**config.mk**
```make
export PLATFORM = sky130hd
export DESIGN_NAME = conv_loop_controller
export DESIGN_NICKNAME = d
export VERILOG_FILES = /design/src/rtl/conv_loop_controller.sv
export SDC_FILE = /design/constraint.sdc
export NUM_CORES = 1
export LEC_CHECK = 0
export CAP_MARGIN = 20
export CORE_MARGIN = 2
export CORE_UTILIZATION = 25
export DETAILED_ROUTE_END_ITERATION = 8
export PLACE_DENSITY = 0.48
export SYNTH_ARGS = -nofsm -noshare
export SYNTH_HDL_FRONTEND = slang
export SYNTH_SLANG_ARGS = --single-unit
```
**constraint.sdc**
```tcl
create_clock -name clk -period 5.75 [get_ports clk]
set_input_delay 1.15 -clock clk [delete_from_list [all_inputs] [get_ports clk]]
set_output_delay 1.15 -clock clk [all_outputs]
set_load 0.005 [all_outputs]
```
**src/rtl/conv_loop_controller.sv**
```systemverilog
// conv_loop_controller: sequences the 2D convolution loop nest for the MAC
// datapath. It issues one MAC step per accepted handshake, computes padded
// input coordinates, and delays output coordinates to line up with the
// accumulator result.
module conv_loop_controller #(
   parameter int ACTIVATIONS_WIDTH  = 64,
   parameter int ACTIVATIONS_HEIGHT = 64,
   parameter int INPUT_NB_CHANNELS  = 4,
   parameter int OUTPUT_NB_CHANNELS = 32,
   parameter int KERNEL_SIZE        = 3,
   parameter int PIPE_DEPTH         = 3,
   localparam int CIW = (INPUT_NB_CHANNELS  > 1) ? $clog2(INPUT_NB_CHANNELS)  : 1,
   localparam int COW = (OUTPUT_NB_CHANNELS > 1) ? $clog2(OUTPUT_NB_CHANNELS) : 1,
   localparam int KW  = (KERNEL_SIZE        > 1) ? $clog2(KERNEL_SIZE)        : 1,
   localparam int XW  = $clog2(ACTIVATIONS_WIDTH),
   localparam int YW  = $clog2(ACTIVATIONS_HEIGHT)
) (
   input  logic                  clk,
   input  logic                  rst_in,
   input  logic                  start,
   output logic                  running,
   output logic                  done,
   output logic                  step_valid,
   input  logic                  step_ready,
   output logic                  step_first,
   output logic                  step_last,
   output logic [CIW-1:0]        step_ch_in,
   output logic [KW-1:0]         step_kx,
   output logic [KW-1:0]         step_ky,
   output logic [COW-1:0]        step_ch_out,
   output logic signed [XW:0]    step_in_x,
   output logic signed [YW:0]    step_in_y,
   output logic                  step_pad,
   output logic                  output_valid,
   output logic [XW-1:0]         output_x,
   output logic [YW-1:0]         output_y,
   output logic [COW-1:0]        output_ch
);

   // Internal coordinate width wide enough that x+kx-K/2 never wraps, so the
   // pad decision is exact even when the narrower port value wraps.
   localparam int PW = ((XW > YW) ? XW : YW) + KW + 2;

   localparam logic [CIW-1:0] CI_MAX = CIW'(INPUT_NB_CHANNELS - 1);
   localparam logic [KW-1:0]  K_MAX  = KW'(KERNEL_SIZE - 1);
   localparam logic [COW-1:0] CO_MAX = COW'(OUTPUT_NB_CHANNELS - 1);
   localparam logic [XW-1:0]  X_MAX  = XW'(ACTIVATIONS_WIDTH - 1);
   localparam logic [YW-1:0]  Y_MAX  = YW'(ACTIVATIONS_HEIGHT - 1);
   localparam logic signed [PW-1:0] HALF_K = PW'(KERNEL_SIZE / 2);
   localparam logic signed [PW-1:0] W_S    = PW'(ACTIVATIONS_WIDTH);
   localparam logic signed [PW-1:0] H_S    = PW'(ACTIVATIONS_HEIGHT);

   typedef enum logic [1:0] {S_IDLE, S_RUN, S_DRAIN} state_t;

   state_t            r_state;
   state_t            w_next;
   logic              r_running;
   logic              r_done;
   logic [CIW-1:0]    r_ch_in;
   logic [KW-1:0]     r_kx;
   logic [KW-1:0]     r_ky;
   logic [COW-1:0]    r_ch_out;
   logic [XW-1:0]     r_x;
   logic [YW-1:0]     r_y;
   logic              r_pipe_vld [PIPE_DEPTH];
   logic [XW-1:0]     r_pipe_x   [PIPE_DEPTH];
   logic [YW-1:0]     r_pipe_y   [PIPE_DEPTH];
   logic [COW-1:0]    r_pipe_ch  [PIPE_DEPTH];

   logic              w_accept;
   logic              w_c_ci, w_c_kx, w_c_ky, w_c_co, w_c_x, w_c_y;
   logic              w_pipe_busy;
   logic signed [PW-1:0] w_ix;
   logic signed [PW-1:0] w_iy;
   logic              w_pad;

   // Carry chain: each wN is "all counters up to and including N are at max"
   assign w_accept = (r_state == S_RUN) && step_ready;
   assign w_c_ci   = (r_ch_in == CI_MAX);
   assign w_c_kx   = w_c_ci && (r_kx == K_MAX);
   assign w_c_ky   = w_c_kx && (r_ky == K_MAX);
   assign w_c_co   = w_c_ky && (r_ch_out == CO_MAX);
   assign w_c_x    = w_c_co && (r_x == X_MAX);
   assign w_c_y    = w_c_x  && (r_y == Y_MAX);

   assign w_ix  = $signed({{(PW-XW){1'b0}}, r_x}) + $signed({{(PW-KW){1'b0}}, r_kx}) - HALF_K;
   assign w_iy  = $signed({{(PW-YW){1'b0}}, r_y}) + $signed({{(PW-KW){1'b0}}, r_ky}) - HALF_K;
   assign w_pad = (w_ix < 0) || (w_ix >= W_S) || (w_iy < 0) || (w_iy >= H_S);

   // Pipeline still holds a result that has not yet reached the last stage
   always_comb begin
      w_pipe_busy = 1'b0;
      for (int i = 0; i < PIPE_DEPTH - 1; i++) begin
         w_pipe_busy = w_pipe_busy | r_pipe_vld[i];
      end
   end

   // State register
   always_ff @(posedge clk) begin
      if (rst_in) r_state <= S_IDLE;
      else        r_state <= w_next;
   end

   // Next-state logic
   always_comb begin
      w_next = r_state;
      case (r_state)
         S_IDLE:  if (start) w_next = S_RUN;
         S_RUN:   if (w_accept && w_c_y) w_next = S_DRAIN;
         S_DRAIN: if (!w_pipe_busy) w_next = S_IDLE;
         default: w_next = S_IDLE;
      endcase
   end

   // Registered protocol outputs: running follows the next state, done marks DRAIN->IDLE
   always_ff @(posedge clk) begin
      if (rst_in) begin
         r_running <= 1'b0;
         r_done    <= 1'b0;
      end else begin
         r_running <= (w_next != S_IDLE);
         r_done    <= (r_state == S_DRAIN) && (w_next == S_IDLE);
      end
   end

   // Loop counters, innermost ch_in; they wrap back to zero after the final step
   always_ff @(posedge clk) begin
      if (rst_in) begin
         r_ch_in  <= '0;
         r_kx     <= '0;
         r_ky     <= '0;
         r_ch_out <= '0;
         r_x      <= '0;
         r_y      <= '0;
      end else if (w_accept) begin
         r_ch_in <= w_c_ci ? '0 : r_ch_in + CIW'(1);
         if (w_c_ci) r_kx     <= (r_kx == K_MAX)     ? '0 : r_kx + KW'(1);
         if (w_c_kx) r_ky     <= (r_ky == K_MAX)     ? '0 : r_ky + KW'(1);
         if (w_c_ky) r_ch_out <= (r_ch_out == CO_MAX) ? '0 : r_ch_out + COW'(1);
         if (w_c_co) r_x      <= (r_x == X_MAX)      ? '0 : r_x + XW'(1);
         if (w_c_x)  r_y      <= (r_y == Y_MAX)      ? '0 : r_y + YW'(1);
      end
   end

   // Output-coordinate delay line; free-running so it tracks the datapath, not the handshake
   always_ff @(posedge clk) begin
      if (rst_in) begin
         for (int i = 0; i < PIPE_DEPTH; i++) begin
            r_pipe_vld[i] <= 1'b0;
            r_pipe_x[i]   <= '0;
            r_pipe_y[i]   <= '0;
            r_pipe_ch[i]  <= '0;
         end
      end else begin
         r_pipe_vld[0] <= w_accept && w_c_ky;
         r_pipe_x[0]   <= r_x;
         r_pipe_y[0]   <= r_y;
         r_pipe_ch[0]  <= r_ch_out;
         for (int i = 1; i < PIPE_DEPTH; i++) begin
            r_pipe_vld[i] <= r_pipe_vld[i-1];
            r_pipe_x[i]   <= r_pipe_x[i-1];
            r_pipe_y[i]   <= r_pipe_y[i-1];
            r_pipe_ch[i]  <= r_pipe_ch[i-1];
         end
      end
   end

   // Output logic: step fields only driven in RUN so idle outputs read as zero
   always_comb begin
      step_valid  = 1'b0;
      step_first  = 1'b0;
      step_last   = 1'b0;
      step_ch_in  = '0;
      step_kx     = '0;
      step_ky     = '0;
      step_ch_out = '0;
      step_in_x   = '0;
      step_in_y   = '0;
      step_pad    = 1'b0;
      if (r_state == S_RUN) begin
         step_valid  = 1'b1;
         step_first  = (r_ch_in == '0) && (r_kx == '0) && (r_ky == '0);
         step_last   = w_c_ky;
         step_ch_in  = r_ch_in;
         step_kx     = r_kx;
         step_ky     = r_ky;
         step_ch_out = r_ch_out;
         step_in_x   = w_ix[XW:0];
         step_in_y   = w_iy[YW:0];
         step_pad    = w_pad;
      end
   end

   assign running      = r_running;
   assign done         = r_done;
   assign output_valid = r_pipe_vld[PIPE_DEPTH-1];
   assign output_x     = r_pipe_x[PIPE_DEPTH-1];
   assign output_y     = r_pipe_y[PIPE_DEPTH-1];
   assign output_ch    = r_pipe_ch[PIPE_DEPTH-1];

endmodule

```
==> PnR_summary.wiki <==
{| class="wikitable"
! Metric !! Value
|-
| Result of the run || finished, final reports clean
|-
| Most numerous cell in the Yosys netlist || sky130_fd_sc_hd__dfxtp_1
|-
| Final Max Tran Viols || 0
|-
| WP data arrival || 3.13 ns
|-
| Number of synthesized flops with an enable pin || 0
|-
| Top cells by area, synth || sky130_fd_sc_hd__dfxtp_1, sky130_fd_sc_hd__ha_1, sky130_fd_sc_hd__nor2b_1
|-
| Leading cell types by count after synthesis || sky130_fd_sc_hd__dfxtp_1, sky130_fd_sc_hd__nor2_1, sky130_fd_sc_hd__nor2b_1
|-
| Setup repair after global routing missed its margin || false
|-
| Static power due to leakage || 1.76 nW
|-
| Unique masters post-synth || 41
|-
| Drt pass-1 iters || 4
|-
| Weighted congestion reported at the end of routability-driven placement || 0.826
|-
| Area of the die || 15200 um^2
|-
| Areal power density over the cells || 266 nW/um^2
|-
| Main flop type after synthesis || sky130_fd_sc_hd__dfxtp_1
|-
| WL per Instance || 12.3 um
|-
| Area fraction of the dominant cell type after synthesis || 45.7%
|-
| Hold violation count in the final report || 0
|-
| Count of max-cap constraint violations || 0
|-
| Number of antenna cells inserted || 0
|-
| Maximum fanout along the worst path || 6
|-
| Worst-Skew Late Latency || 0.33 ns
|-
| Antenna violations before repair || 0
|-
| WS Path Type || reg -> out
|-
| Reg clk slew, reported paths || 0.06 ns
|-
| Vias in the first global route || 2437
|-
| Launch instance of the worst register-to-register path || r_ch_out[0]
|-
| Maximum clock insertion buffer count || 2
|-
| Initial DRC count || 115
|-
| Synth Warn # || 0
|-
| Overall power consumption || 0.00117 W
|-
| Final HPWL DP || 5400 um
|-
| Layout cell share with drive strength beyond 1 || 5.66%
|-
| Die outline height || 123 um
|-
| Transition at the pin with the smallest max-transition slack || 0.807 ns
|-
| Clock tree from TritonCTS || built
|-
| Met3 usage || 3.27%
|-
| Grt ovf || 0
|-
| # setup viols final || 0
|-
| First-pass GRT wire length || 12400 um
|-
| Smallest setup slack after layout || 1.47 ns
|-
| Worst hold-check path type || reg -> reg
|-
| Clock sink count || 81
|-
| Number of levels the H-tree was split into || 3
|-
| Initial core utilization || 25.6%
|-
| Layout overhead on the synthesized area || 24.5%
|-
| Number of placed I/O pins || 53
|-
| Met1 routing resource usage after global routing || 15.0%
|-
| Final Critical Period || 4.28 ns
|-
| Largest net degree at the start of global routing || 45
|-
| Drc violations || 0
|-
| Wirelength, routed || 7400 um
|-
| Total setup buffers inserted after CTS || 0
|-
| Area occupied by multi-input gates || 1650 um^2
|-
| Number of buffers created by CTS || 9
|-
| Highest-utilization routing layer at the global route stage || met2
|-
| Total placed instance area || 4120 um^2
|-
| FF-to-FF setup slack || 3.24 ns
|-
| Post-detailed-route count of antenna-violating nets || 0
|-
| Hold Startpoint || r_pipe_x[0][11]
|-
| IO Port Bufs || 52
|-
| Post-synthesis async set-or-reset flop share || 0%
|-
| Post-synthesis net count || 420
|-
| Mean instance size in the synthesized netlist || 9.24 um^2
|-
| PostCTS Resize Cnt || 0
|-
| Crit path required time || 4.60 ns
|-
| Sequential fraction of the synthesis area || 45.7%
|-
| Root buffer cell || sky130_fd_sc_hd__clkbuf_16
|-
| Startpoint kind of the worst setup timing path || flop
|-
| Post-synthesis sequential element count || 81
|-
| Area taken by flip-flops and latches || 1620 um^2
|-
| Skew final || 0.00502 ns
|-
| Min Hold Slack || 0.433 ns
|-
| Setup slack at placement || 1.77 ns
|-
| Post-Layout Inst Area || 4420 um^2
|-
| Number of instances in the synthesized netlist || 384
|-
| Final #Nets || 455
|-
| Number of standard-cell rows in the floorplan || 43
|-
| Avg Vias per Cell || 4.10
|-
| Core area || 13900 um^2
|-
| Die width || 123 um
|-
| Final worst-path cycle share || 74.5%
|-
| Met2 layer usage reported by global route || 15.5%
|-
| Worst-case headroom to the max-slew limit || 46.2%
|-
| Filler Cells Inserted || 1476
|-
| All-Layer GR Usage || 10.6%
|-
| Post-synthesis cell area || 3550 um^2
|-
| Hold bufs inserted after CTS || 0
|-
| Worst setup path start || r_kx[1]
|-
| Sum Neg Setup Slack || 0 ns
|-
| Endpoint class of the critical path || output port
|-
| Synth area leader || sky130_fd_sc_hd__dfxtp_1
|-
| Vias after detailed routing || 2478
|-
| Max VDD drop || 0.112 mV
|-
| Highest clock rate || 233 MHz
|}
-- critical path, cell delays in order (launching register included) --
cell	delay [ns]
sky130_fd_sc_hd__dfxtp_1	0.41
sky130_fd_sc_hd__inv_1	0.11
sky130_fd_sc_hd__ha_1	0.28
sky130_fd_sc_hd__inv_1	0.04
sky130_fd_sc_hd__ha_1	0.23
sky130_fd_sc_hd__fa_1	0.42
sky130_fd_sc_hd__a21o_1	0.18
sky130_fd_sc_hd__a21oi_1	0.19
sky130_fd_sc_hd__nand2b_1	0.17
sky130_fd_sc_hd__a22oi_1	0.07
sky130_fd_sc_hd__a31oi_1	0.18
sky130_fd_sc_hd__clkdlybuf4s50_1	0.53
-- through the flow --
step,util [%],cells
detailed placement,29.7,588
floorplan,-,384
global route,31.8,604
CTS,31.8,604
global placement,29.7,588
finish,31.8,604
-- cells by family after synthesis --
group / share of synthesized area, %
AND/OR/NAND/NOR: 23.7
adder cells (fa/ha/maj): 11.7
XOR/XNOR: 1.73
flip-flops: 45.7
multiplexers: 1.20
buffers and inverters: 7.93
AO/OA/AOI/OAI: 8.04
-- routing by layer --
metal / up-vias / share of wire (%) / wire [um]
met5: - / 0 / 0
met3: 7 / 4.2 / 308
met1: 1109 / 53 / 3890
met4: 0 / 0.99 / 73
li1: 1311 / - / -
met2: 51 / 42 / 3120
-- placed cells by master, fill, tap and decap left out, drive strengths merged, types with 2 or more instances in the layout --
master	n
dfxtp	81
clkdlybuf4s50	51
nor2	46
nor2b	43
inv	31
ha	30
a21oi	18
nand2	17
nor3	11
clkbuf	10
nand3	9
o21ai	8
and2	8
xnor2	7
or3	5
nor4	5
a21o	4
a211oi	4
nand2b	4
o21bai	3
clkinv	3
and3	2
a22oi	2
o22a	2
mux2i	2
mux2	2
fa	2
buf	2
-- sequential cells by signal, summed over array words and instances, names as in the netlist --
| signal | flops |
|---|---|
| running | 1 |
| r_state | 2 |
| r_pipe_ch | 15 |
| r_ch_out | 5 |
| r_ky | 2 |
| r_kx | 2 |
| r_ch_in | 2 |
| done | 1 |
| r_pipe_vld | 3 |
| r_x | 6 |
| r_y | 6 |
| r_pipe_y | 18 |
| r_pipe_x | 18 |
-- path summary, 6_finish.rpt --
path                           to  cells after the start
hold / removal    r_pipe_x[0][17]                      1
setup reg to reg           r_x[2]                      8
hold reg to reg   r_pipe_x[0][17]                      1
setup / recovery         step_pad                     11
-- layout make-up --
class | count | area share, %
clock inverter | 6 | 1.50
tap | 180 | 5.10
timing repair buffer | 53 | 11.8
multi-input combinational | 245 | 37.2
sequential | 81 | 36.7
inverter | 29 | 2.46
clock buffer | 10 | 5.18
-- power by group --
| group | switching [W] | internal [W] | leakage (nW) |
|---|---|---|---|
| combinational | 0.0000244 | 0.0000214 | 0.957 |
| clock | 0.000225 | 0.000339 | 0.147 |
| sequential | 0.00000142 | 0.000563 | 0.653 |
Note: power is estimated with default switching activity, not from simulation.
